`src/rtl/mem_stage_pkg.sv`:
```
// Shared constants and types for the memory pipeline stage.
// Latency: n/a (declarations only).
// Backpressure: n/a.
package mem_stage_pkg;

  localparam int XLEN_DEF = 32;

  // funct3 encodings for load/store width and signedness
  localparam logic [2:0] F3_B  = 3'b000;
  localparam logic [2:0] F3_H  = 3'b001;
  localparam logic [2:0] F3_W  = 3'b010;
  localparam logic [2:0] F3_BU = 3'b100;
  localparam logic [2:0] F3_HU = 3'b101;

  typedef enum logic [1:0] {
    IDLE = 2'd0,
    REQ  = 2'd1,
    WAIT = 2'd2
  } state_e;

endpackage

```
`src/rtl/mem_stage_load_align.sv`:
```
// Picks the addressed byte/half out of a word-aligned read and extends it.
// Latency: combinational.
// Backpressure: none.
module load_align
  import mem_stage_pkg::*;
#(
  parameter int XLEN = XLEN_DEF
) (
  input  logic [XLEN-1:0] rdata_i,
  input  logic [1:0]      addr_lo_i,
  input  logic [2:0]      funct3_i,
  output logic [XLEN-1:0] data_o
);

  logic [XLEN-1:0] byte_sh;
  logic [XLEN-1:0] half_sh;

  // Shift the selected lane down to bit 0; half lanes only look at addr[1]
  // so a misaligned halfword collapses onto its aligned lane.
  always_comb begin
    byte_sh = rdata_i >> {addr_lo_i, 3'b000};
    half_sh = rdata_i >> {addr_lo_i[1], 4'b0000};
  end

  // Extend according to width/sign; unknown encodings behave as a full word.
  always_comb begin
    data_o = rdata_i;
    case (funct3_i)
      F3_B:    data_o = {{(XLEN-8){byte_sh[7]}}, byte_sh[7:0]};
      F3_BU:   data_o = {{(XLEN-8){1'b0}}, byte_sh[7:0]};
      F3_H:    data_o = {{(XLEN-16){half_sh[15]}}, half_sh[15:0]};
      F3_HU:   data_o = {{(XLEN-16){1'b0}}, half_sh[15:0]};
      default: data_o = rdata_i;
    endcase
  end

endmodule

```
`src/rtl/mem_stage.sv`:
```
// Memory stage: ALU results pass through, loads/stores go over a req/resp port.
// Latency: ALU 1 cycle, store >=2, load >=3 from accept; one access in flight.
// Backpressure: in_ready low while an access is outstanding (REQ/WAIT).
// Optional: define MEM_STAGE_MISALIGN_TRAP_EN to trap misaligned accesses.
module mem_stage
  import mem_stage_pkg::*;
#(
  parameter int XLEN   = XLEN_DEF,
  parameter int MASK_W = XLEN/8
) (
  input  logic              clk,
  input  logic              reset,
  input  logic              in_valid,
  output logic              in_ready,
  input  logic [XLEN-1:0]   in_result,
  input  logic [XLEN-1:0]   in_store_data,
  input  logic [2:0]        in_funct3,
  input  logic              in_is_load,
  input  logic              in_is_store,
  input  logic [4:0]        in_rd,
  input  logic              in_reg_we,
  output logic              mem_req_valid,
  input  logic              mem_req_ready,
  output logic [XLEN-1:0]   mem_addr,
  output logic [MASK_W-1:0] mem_wmask,
  output logic [XLEN-1:0]   mem_wdata,
  input  logic              mem_resp_valid,
  input  logic [XLEN-1:0]   mem_rdata,
  output logic              wb_valid,
  output logic              wb_we,
  output logic [4:0]        wb_rd,
  output logic [XLEN-1:0]   wb_data,
  output logic              misalign
);

  state_e state_q, state_d;

  logic              acc, is_mem, trap;
  logic              sz_b, sz_h, sz_w;
  logic [1:0]        a_in;
  logic [MASK_W-1:0] st_mask;
  logic [XLEN-1:0]   st_data;

  logic [MASK_W-1:0] wmask_q;
  logic [XLEN-1:0]   addr_q, wdata_q;
  logic [1:0]        addr_lo_q;
  logic [2:0]        f3_q;
  logic [4:0]        rd_q;
  logic              reg_we_q, store_q;

  logic              wb_valid_q, wb_valid_d, wb_we_q, wb_we_d;
  logic [4:0]        wb_rd_q, wb_rd_d;
  logic [XLEN-1:0]   wb_data_q, wb_data_d;
  logic [XLEN-1:0]   load_val;

  // Decode the incoming instruction; funct3[1:0]==11 is treated as a word.
  always_comb begin
    acc    = in_valid && (state_q == IDLE);
    is_mem = in_is_load || in_is_store;
    a_in   = in_result[1:0];
    sz_b   = (in_funct3[1:0] == 2'b00);
    sz_h   = (in_funct3[1:0] == 2'b01);
    sz_w   = !sz_b && !sz_h;
  end

`ifdef MEM_STAGE_MISALIGN_TRAP_EN
  assign trap = acc && is_mem &&
                ((sz_h && a_in[0]) || (sz_w && (a_in != 2'b00)));
`else
  assign trap = 1'b0;
`endif

  // Store lane placement: replicate the datum, enable only the addressed lanes.
  always_comb begin
    st_mask = '1;
    st_data = in_store_data;
    if (sz_b) begin
      st_mask = MASK_W'(1) << a_in;
      st_data = {MASK_W{in_store_data[7:0]}};
    end else if (sz_h) begin
      st_mask = MASK_W'(2'b11) << {a_in[1], 1'b0};
      st_data = {(XLEN/16){in_store_data[15:0]}};
    end
  end

  // FSM state register.
  always_ff @(posedge clk) begin
    if (reset) state_q <= IDLE;
    else       state_q <= state_d;
  end

  // FSM next state; a store counts even if in_is_load is also set.
  always_comb begin
    state_d = state_q;
    case (state_q)
      IDLE:    if (acc && is_mem && !trap) state_d = REQ;
      REQ:     if (mem_req_ready) state_d = store_q ? IDLE : WAIT;
      WAIT:    if (mem_resp_valid) state_d = IDLE;
      default: state_d = IDLE;
    endcase
  end

  // FSM outputs.
  always_comb begin
    in_ready      = (state_q == IDLE);
    mem_req_valid = (state_q == REQ);
  end

  // Capture the access on accept; these drive the memory port unchanged until done.
  always_ff @(posedge clk) begin
    if (reset) begin
      addr_q    <= '0;
      wmask_q   <= '0;
      wdata_q   <= '0;
      addr_lo_q <= '0;
      f3_q      <= '0;
      rd_q      <= '0;
      reg_we_q  <= 1'b0;
      store_q   <= 1'b0;
    end else if (acc && is_mem && !trap) begin
      addr_q    <= {in_result[XLEN-1:2], 2'b00};
      wmask_q   <= in_is_store ? st_mask : '0;
      wdata_q   <= in_is_store ? st_data : '0;
      addr_lo_q <= a_in;
      f3_q      <= in_funct3;
      rd_q      <= in_rd;
      reg_we_q  <= in_reg_we;
      store_q   <= in_is_store;
    end
  end

  load_align #(.XLEN(XLEN)) u_load_align (
    .rdata_i   (mem_rdata),
    .addr_lo_i (addr_lo_q),
    .funct3_i  (f3_q),
    .data_o    (load_val)
  );

  // Writeback next state; wb_data holds between pulses for forwarding.
  always_comb begin
    wb_valid_d = 1'b0;
    wb_we_d    = wb_we_q;
    wb_rd_d    = wb_rd_q;
    wb_data_d  = wb_data_q;
    case (state_q)
      IDLE: begin
        if (trap) begin
          wb_valid_d = 1'b1;
          wb_we_d    = 1'b0;
          wb_rd_d    = in_rd;
          wb_data_d  = in_result;
        end else if (acc && !is_mem) begin
          wb_valid_d = 1'b1;
          wb_we_d    = in_reg_we && (in_rd != 5'd0);
          wb_rd_d    = in_rd;
          wb_data_d  = in_result;
        end
      end
      REQ: begin
        if (mem_req_ready && store_q) begin
          wb_valid_d = 1'b1;
          wb_we_d    = 1'b0;
          wb_rd_d    = rd_q;
        end
      end
      WAIT: begin
        if (mem_resp_valid) begin
          wb_valid_d = 1'b1;
          wb_we_d    = reg_we_q && (rd_q != 5'd0);
          wb_rd_d    = rd_q;
          wb_data_d  = load_val;
        end
      end
      default: ;
    endcase
  end

  // Writeback registers.
  always_ff @(posedge clk) begin
    if (reset) begin
      wb_valid_q <= 1'b0;
      wb_we_q    <= 1'b0;
      wb_rd_q    <= '0;
      wb_data_q  <= '0;
    end else begin
      wb_valid_q <= wb_valid_d;
      wb_we_q    <= wb_we_d;
      wb_rd_q    <= wb_rd_d;
      wb_data_q  <= wb_data_d;
    end
  end

`ifdef MEM_STAGE_MISALIGN_TRAP_EN
  logic misalign_q;
  // One-cycle flag alongside the trap writeback.
  always_ff @(posedge clk) begin
    if (reset) misalign_q <= 1'b0;
    else       misalign_q <= trap;
  end
  assign misalign = misalign_q;
`else
  assign misalign = 1'b0;
`endif

  assign mem_addr  = addr_q;
  assign mem_wmask = wmask_q;
  assign mem_wdata = wdata_q;
  assign wb_valid  = wb_valid_q;
  assign wb_we     = wb_we_q;
  assign wb_rd     = wb_rd_q;
  assign wb_data   = wb_data_q;

endmodule

```
`config.mk`:
```
export PLATFORM = sky130hd
export DESIGN_NAME = mem_stage
export DESIGN_NICKNAME = d
export VERILOG_FILES = /design/src/rtl/mem_stage_pkg.sv /design/src/rtl/mem_stage_load_align.sv /design/src/rtl/mem_stage.sv
export SDC_FILE = /design/constraint.sdc
export NUM_CORES = 1
export LEC_CHECK = 0
export ABC_CLOCK_PERIOD_IN_PS = 1700
export BUFFER_PORTS_ARGS = -buffer_cell sky130_fd_sc_hd__buf_4
export CAP_MARGIN = 0
export CORE_MARGIN = 2
export CORE_UTILIZATION = 44
export DETAILED_ROUTE_END_ITERATION = 6
export PLACE_DENSITY = 0.76
export SLEW_MARGIN = 5
export SYNTH_ARGS = -nofsm -noshare
export SYNTH_HDL_FRONTEND = slang
export SYNTH_SLANG_ARGS = --single-unit
```
`constraint.sdc`:
```
create_clock -name clk -period 1.7 [get_ports clk]
set_input_delay 0.17 -clock clk [delete_from_list [all_inputs] [get_ports clk]]
set_output_delay 0.17 -clock clk [all_outputs]
set_load 0.005 [all_outputs]
```
## Yosys cells after proc, flatten, opt, wreduce, memory -nomap -nowiden

Cells that the tools add are included.
W data, S select, Z words.

- Output and inout bits: 110
- Word-level logic and storage cells: 73
- Register bits: 119
- Bits of input ports: 112

- Shift operators: 4
- Eq/ne operators: 11
- Muxes and demuxes: 27
- Reductions and logical operators: 18

Operators with widths:

| operator | count |
|---|---|
| $mux W32 | 5 |
| $pmux W32 S4 | 1 |
| $pmux W32 S2 | 1 |
| $shr A32 B5 Y16 | 1 |
| $shr A32 B5 Y8 | 1 |
| $mux W5 | 3 |
| $pmux W5 S3 | 1 |
| $mux W4 | 3 |
| $reduce_bool A5 Y1 | 2 |
| $mux W2 | 4 |
| $ne A2 B1 Y1 const B | 4 |
| $eq A3 B3 Y1 const B | 2 |
| $logic_and A1 B1 Y1 | 6 |
| $mux W1 | 6 |
| $pmux W1 S3 | 2 |
| $pmux W2 S3 | 1 |
| $reduce_and A3 Y1 | 2 |
| $eq A2 B1 Y1 const B | 2 |
| $logic_not A2 Y1 | 2 |
| $reduce_and A4 Y1 | 1 |
| $shl A1 B2 Y4 const A | 1 |
| $shl A2 B2 Y4 const A | 1 |
| $eq A3 B1 Y1 const B | 1 |
| $logic_not A3 Y1 | 1 |
| 6 further kinds | 6 |

## Longest topological paths before layout

- Word-level depth: 5
- Gate-level depth with buffers: 8
- Mapped depth without buffers: 6

## Hierarchy

From an unflattened synthesis, not the netlist that was laid out.

- Cells, all modules: 673
- Area, all modules: 5,776.8 um2

Modules (own cells, without submodules):

| module | cells each | instances | seq. area each (um2) | area an instance (um2) |
|---|---|---|---|---|
| mem_stage | 564 | 1 | 2,382.3 | 5,148.7 |
| load_align | 109 | 1 | 0.0 | 628.1 |

## Least setup slack after synthesis

OpenSTA, ideal clock, no wires.

- Path kind: flip-flop to flip-flop
- From: register state_q[0]
- To: register addr_q[14], in the netlist mem_addr[14]
- Path buffers: 3
- Path slack: -0.199 ns
- Arrival: 1.828 ns
- Cell stages (with the launch flop): 9
- Setup time: 0.070 ns
- Data required time: 1.630 ns
- Period minus slack after synthesis: 1.899 ns
- Cell sequence: dfxtp_1 inv_1 ha_1 buf_2 o211ai_1 clkbuf_1 buf_1 nand2_1 a21oi_1

- Longest elaborated chain between the ends: 3

Ends and longest elaborated chain:

| what | RTL line | source |
|---|---|---|
| from (decl) | mem_stage.sv:36 | `state_e state_q, state_d;` |
| from (signal assigned) | mem_stage.sv:89 | `else state_q <= state_d;` |
| $logic_not A2 Y1 | -- |  |
| net in_ready | mem_stage.sv:14 | `output logic in_ready,` |
| $logic_and A1 B1 Y1 | mem_stage.sv:58 | `acc = in_valid && (state_q == IDLE);` |
| $logic_and A1 B1 Y1 | mem_stage.sv:120 | `end else if (acc && is_mem && !trap) begin` |
| to (signal assigned) | mem_stage.sv:121 | `addr_q <= {in_result[XLEN-1:2], 2'b00};` |
| to (decl) | mem_stage.sv:45 | `logic [XLEN-1:0] addr_q, wdata_q;` |

The timed path passes the listed nets, and every way through them passes these cells.
A chain may end at the register's enable or synchronous reset.

## Final worst setup path

- From: register state_q[1]
- To: register state_q[0]

- Longest elaborated chain between the ends: 5
- Elaborated cells on any way between the ends: 10
- Classes of those cells: eq/ne: 5; mux: 1; reduce/logical: 4

Ends and longest elaborated chain:

| what | RTL line | source |
|---|---|---|
| $logic_not A2 Y1 | mem_stage.sv:58, mem_stage.sv:95 |  |
| $logic_and A1 B1 Y1 | mem_stage.sv:58 |  |
| $logic_and A1 B1 Y1 | mem_stage.sv:96 | `IDLE: if (acc && is_mem && !trap) state_d = REQ;` |
| $ne A2 B1 Y1 (no source line) | -- |  |
| $reduce_and A3 Y1 (no source line) | -- |  |

Several ways; a longest one is shown, not always the timed one.

==> results.tsv <==
stage	metric	value	unit
worst_setup_path	CP Launch Type	flop	
route	Routed Antenna Nets	0	
pwr	Max VDD drop	694.3	uV
route	initial DRC count	482	
cells_and_area	final core utilization	0.6674	
global_routing	antenna violations before repair	0	
pwr	power share of the clock group	0.279	
synthesis	EDFF count, synth	0	
clock_network	Num CTS Buffers	17	
hold_path	Hold Path Class	input port to flop	
pwr	pwr/cell area	1384	nW/um2
run_status	status	finished, final reports clean	
floorplan	Boundary Pins	222	
pwr	leak pwr	3.544	nW
global_routing	first-pass GRT wire length	26.76	mm
sta	Worst Tran Pin Value	0.7685	ns
synthesis	Cells after Synth	678	
sta	final worst path period share	0.9854	
floorplan	die area	13750	um2
clock_network	clk buf depth	2	
floorplan	Die Span Y	117.2	um
global_routing	vias in the first global route	5357	
clock_network	CTS H-tree depth	4	
place	number of port buffers	218	
place	gpl congestion	0.8801	
synthesis	top_reg_cell synth	dfxtp_1	
sta	Slew HR	0.4876	
clock_network	hold buffers post-CTS	0	
synthesis	sequential-to-total area share from yosys stat	0.4222	
hold_path	worst hold start	in_reg_we	
cells_and_area	Diodes inserted	0	
synthesis	synthesized cell area	5643	um2
sta	fin. max-slew vios	0	
sta	Tmin final	1.675	ns
sta	final worst clock skew	0.004629	ns
place	post-DP HPWL	12.78	mm
job	max_cap viols	0	
clock_network	worst skew pair latency	0.41	ns
worst_setup_path	r2r setup slk	0.02	ns
place	Post-DP Area	7579	um2
clock_network	Reg clk slew, reported paths	0.05	ns
sta	Final Hold Fails	0	
synthesis	Yosys top cell area share	0.4222	
worst_setup_path	kind of critical path	flop to flop	
route	final WL	18.74	mm
worst_setup_path	cells along the critical path	inv_4, ha_4, buf_6, o211ai_1, buf_4, a221oi_4, mux2i_1, nor2_1	
sta	setup TNS	0	ns
cells_and_area	nets	1022	
pwr	Int Power	7.753	mW
pwr	sw power	3.854	mW
worst_setup_path	Crit Path Max Fanout	6	
worst_setup_path	Buf/Inv on CP	3	
worst_setup_path	reg2reg start	state_q[1]$_SDFFE_PP0P_	
synthesis	Area contributors post-synth	dfxtp_1 (42%), nand2_1 (8.7%), a21oi_1 (5.6%)	
cells_and_area	Filler Cell Count	1011	
floorplan	Starting Density	0.4490	
sta	# setup viols final	0	
synthesis	Yosys reg bits	119	
synthesis	Async S/R FF share, synth	0	
worst_setup_path	WP data arrival	1.94	ns
clock_network	root buffer cell	clkbuf_16	
global_routing	GRT Overall Usage	0.2524	
route	Remaining DRCs	0	
route	Vias/cell	5.467	
clock_network	clock sink total	119	
pwr	Sw Ratio	0.3320	
worst_setup_path	Slowest-stage cell, CP	dfxtp_4	
worst_setup_path	max incr delay on CP	0.36	ns
sta	RSZ-0062 raised after global routing	true	
floorplan	num rows	41	
worst_setup_path	crit path launch	state_q[1]$_SDFFE_PP0P_	
floorplan	core box area	12570	um2
pwr	Comb pwr share	0.391	
route	drt first pass iters	5	
synthesis	synth warn	0	
cells_and_area	Layout area overhead	48.65	%
sta	Max Clk Rate	597.0	MHz
clock_network	CTS tree	built	
route	DR vias	5959	
cells_and_area	post-route design area	8388	um2
synthesis	Avg Cell Area, Syn	8.323	um2
worst_setup_path	worst path required time	1.97	ns
route	WL/cell	17.19	um
global_routing	grt total ovfl	0	
pwr	sequential share of power	0.330	
worst_setup_path	CP delay by family, top	compound AO/OA/AOI/OAI gates	
floorplan	chip width	117.2	um
synthesis	Yosys cell types	49	
worst_setup_path	element type at the critical path end	flop	
synthesis	Synth area leader	dfxtp_1	
cells_and_area	layout cells sized above 1	0.3791	
global_routing	largest net degree at the start of global routing	73	
## cells in the mapped netlist, drive strengths merged, types with 2 or more instances
library cell / instances
o2bb2ai: 23
dfxtp: 119
nor2b: 10
mux2: 23
nor3b: 5
ha: 5
clkbuf: 41
a211oi: 7
a221oi: 3
a311oi: 9
o221ai: 2
o211ai: 21
a31oi: 3
buf: 18
nand3b: 2
o21ai: 18
inv: 6
nand2: 131
a21oi: 64
nand2b: 15
a22o: 2
a22oi: 33
or4: 2
mux2i: 26
or3b: 3
nor2: 67
a221o: 2
nand3: 2
a2bb2oi: 4
## final cells by class
class                      count  area, um2  area share
inverter                       6      27.53    0.003282
tap                          172      215.2     0.02566
clock inverter                 9      50.05    0.005967
timing repair buffer         264       2068      0.2466
multi-input combinational    497       3149      0.3754
sequential                   119       2390      0.2849
clock buffer                  23      488.0     0.05817
## worst min-delay path: cells and delay by family
family | cells | cell delay [ns]
buf+inv | 1 | 0.11
simple gates | 1 | 0.05
compound gates | 1 | 0.05
## metrics by stage
stage / power (mW) / cells / hold slack (ns) / worst slack [ns]
after floorplan: 5.956 / 680 / 0.3060 / 0.0008099
after global placement: 7.783 / 1045 / 0.4199 / -0.1577
after detailed placement: 7.849 / 1045 / 0.4363 / -0.2302
after CTS: 11.26 / 1083 / 0.001501 / -0.008948
after global routing: 12.26 / 1090 / 0.005101 / -0.07436
final: 11.61 / 1090 / 0.01309 / 0.02482
## final timing paths
path / endpoint / cells after the start
min reg2reg: mem_addr[31]$_SDFFE_PP0P_ / 2
max: state_q[0]$_SDFFE_PP0P_ / 8
max reg2reg: state_q[0]$_SDFFE_PP0P_ / 8
min: reg_we_q$_SDFFE_PP0P_ / 3
## registers in the layout, indices dropped and copies added, names as in the netlist
signal     cells
rd_q           5
addr_lo_q      2
wb_rd          5
wb_data       32
reg_we_q       1
store_q        1
wb_valid       1
f3_q           3
mem_addr      30
mem_wdata     32
wb_we          1
mem_wmask      4
state_q        2
## power groups by stage
stage | logic [mW] | registers [mW] | clock network [mW]
6_report | 4.53 | 3.83 | 3.24
3_3_place_gp | 3.92 | 3.86 | 0
2_1_floorplan | 2.10 | 3.85 | 0
4_1_cts | 4.16 | 3.82 | 3.28
5_1_grt | 4.95 | 3.90 | 3.41
3_5_place_dp | 3.98 | 3.86 | 0
## routing by layer
layer,vias to the layer above,track usage,part of all wire
li1,2862,-,-
met1,2815,0.3163,0.42
met2,257,0.4004,0.46
met3,25,0.09372,0.10
met4,0,0.08784,0.018
met5,-,0,0
## cells by family after synthesis
group,after synthesis,share of synthesized area
simple gates,239,0.1812
compound gates,200,0.2446
other cells,1,0.0006646
fa+ha+maj,5,0.01109
buf+inv,65,0.04834
flops,119,0.4222
mux,49,0.09202
## placed cells by master, fill, tap and decap left out, types with 3 or more instances in the layout
cell type,count
nor3b_1,4
dfxtp_1,115
a2bb2oi_1,4
buf_12,4
a22oi_2,3
dfxtp_2,3
buf_6,6
a22oi_1,30
nand2_1,131
clkbuf_16,17
buf_4,250
o211ai_1,21
mux2i_1,26
inv_1,4
nor2_4,3
ha_4,3
nand2b_1,14
clkbuf_8,5
a311oi_1,9
o21ai_0,18
o2bb2ai_1,23
nor2_1,63
a21oi_1,63
mux2_2,22
conb_1,3
a211oi_1,5
nor2b_1,9
a31oi_1,3
clkinv_2,7
## what timing repair did
action	in CTS	in global routing
endpoints found under the setup margin	71	112
gates cloned	1	3
pin swaps	3	11
resized for setup	10	29
setup buffers	5	6
Power figures use the tool's default switching activity.
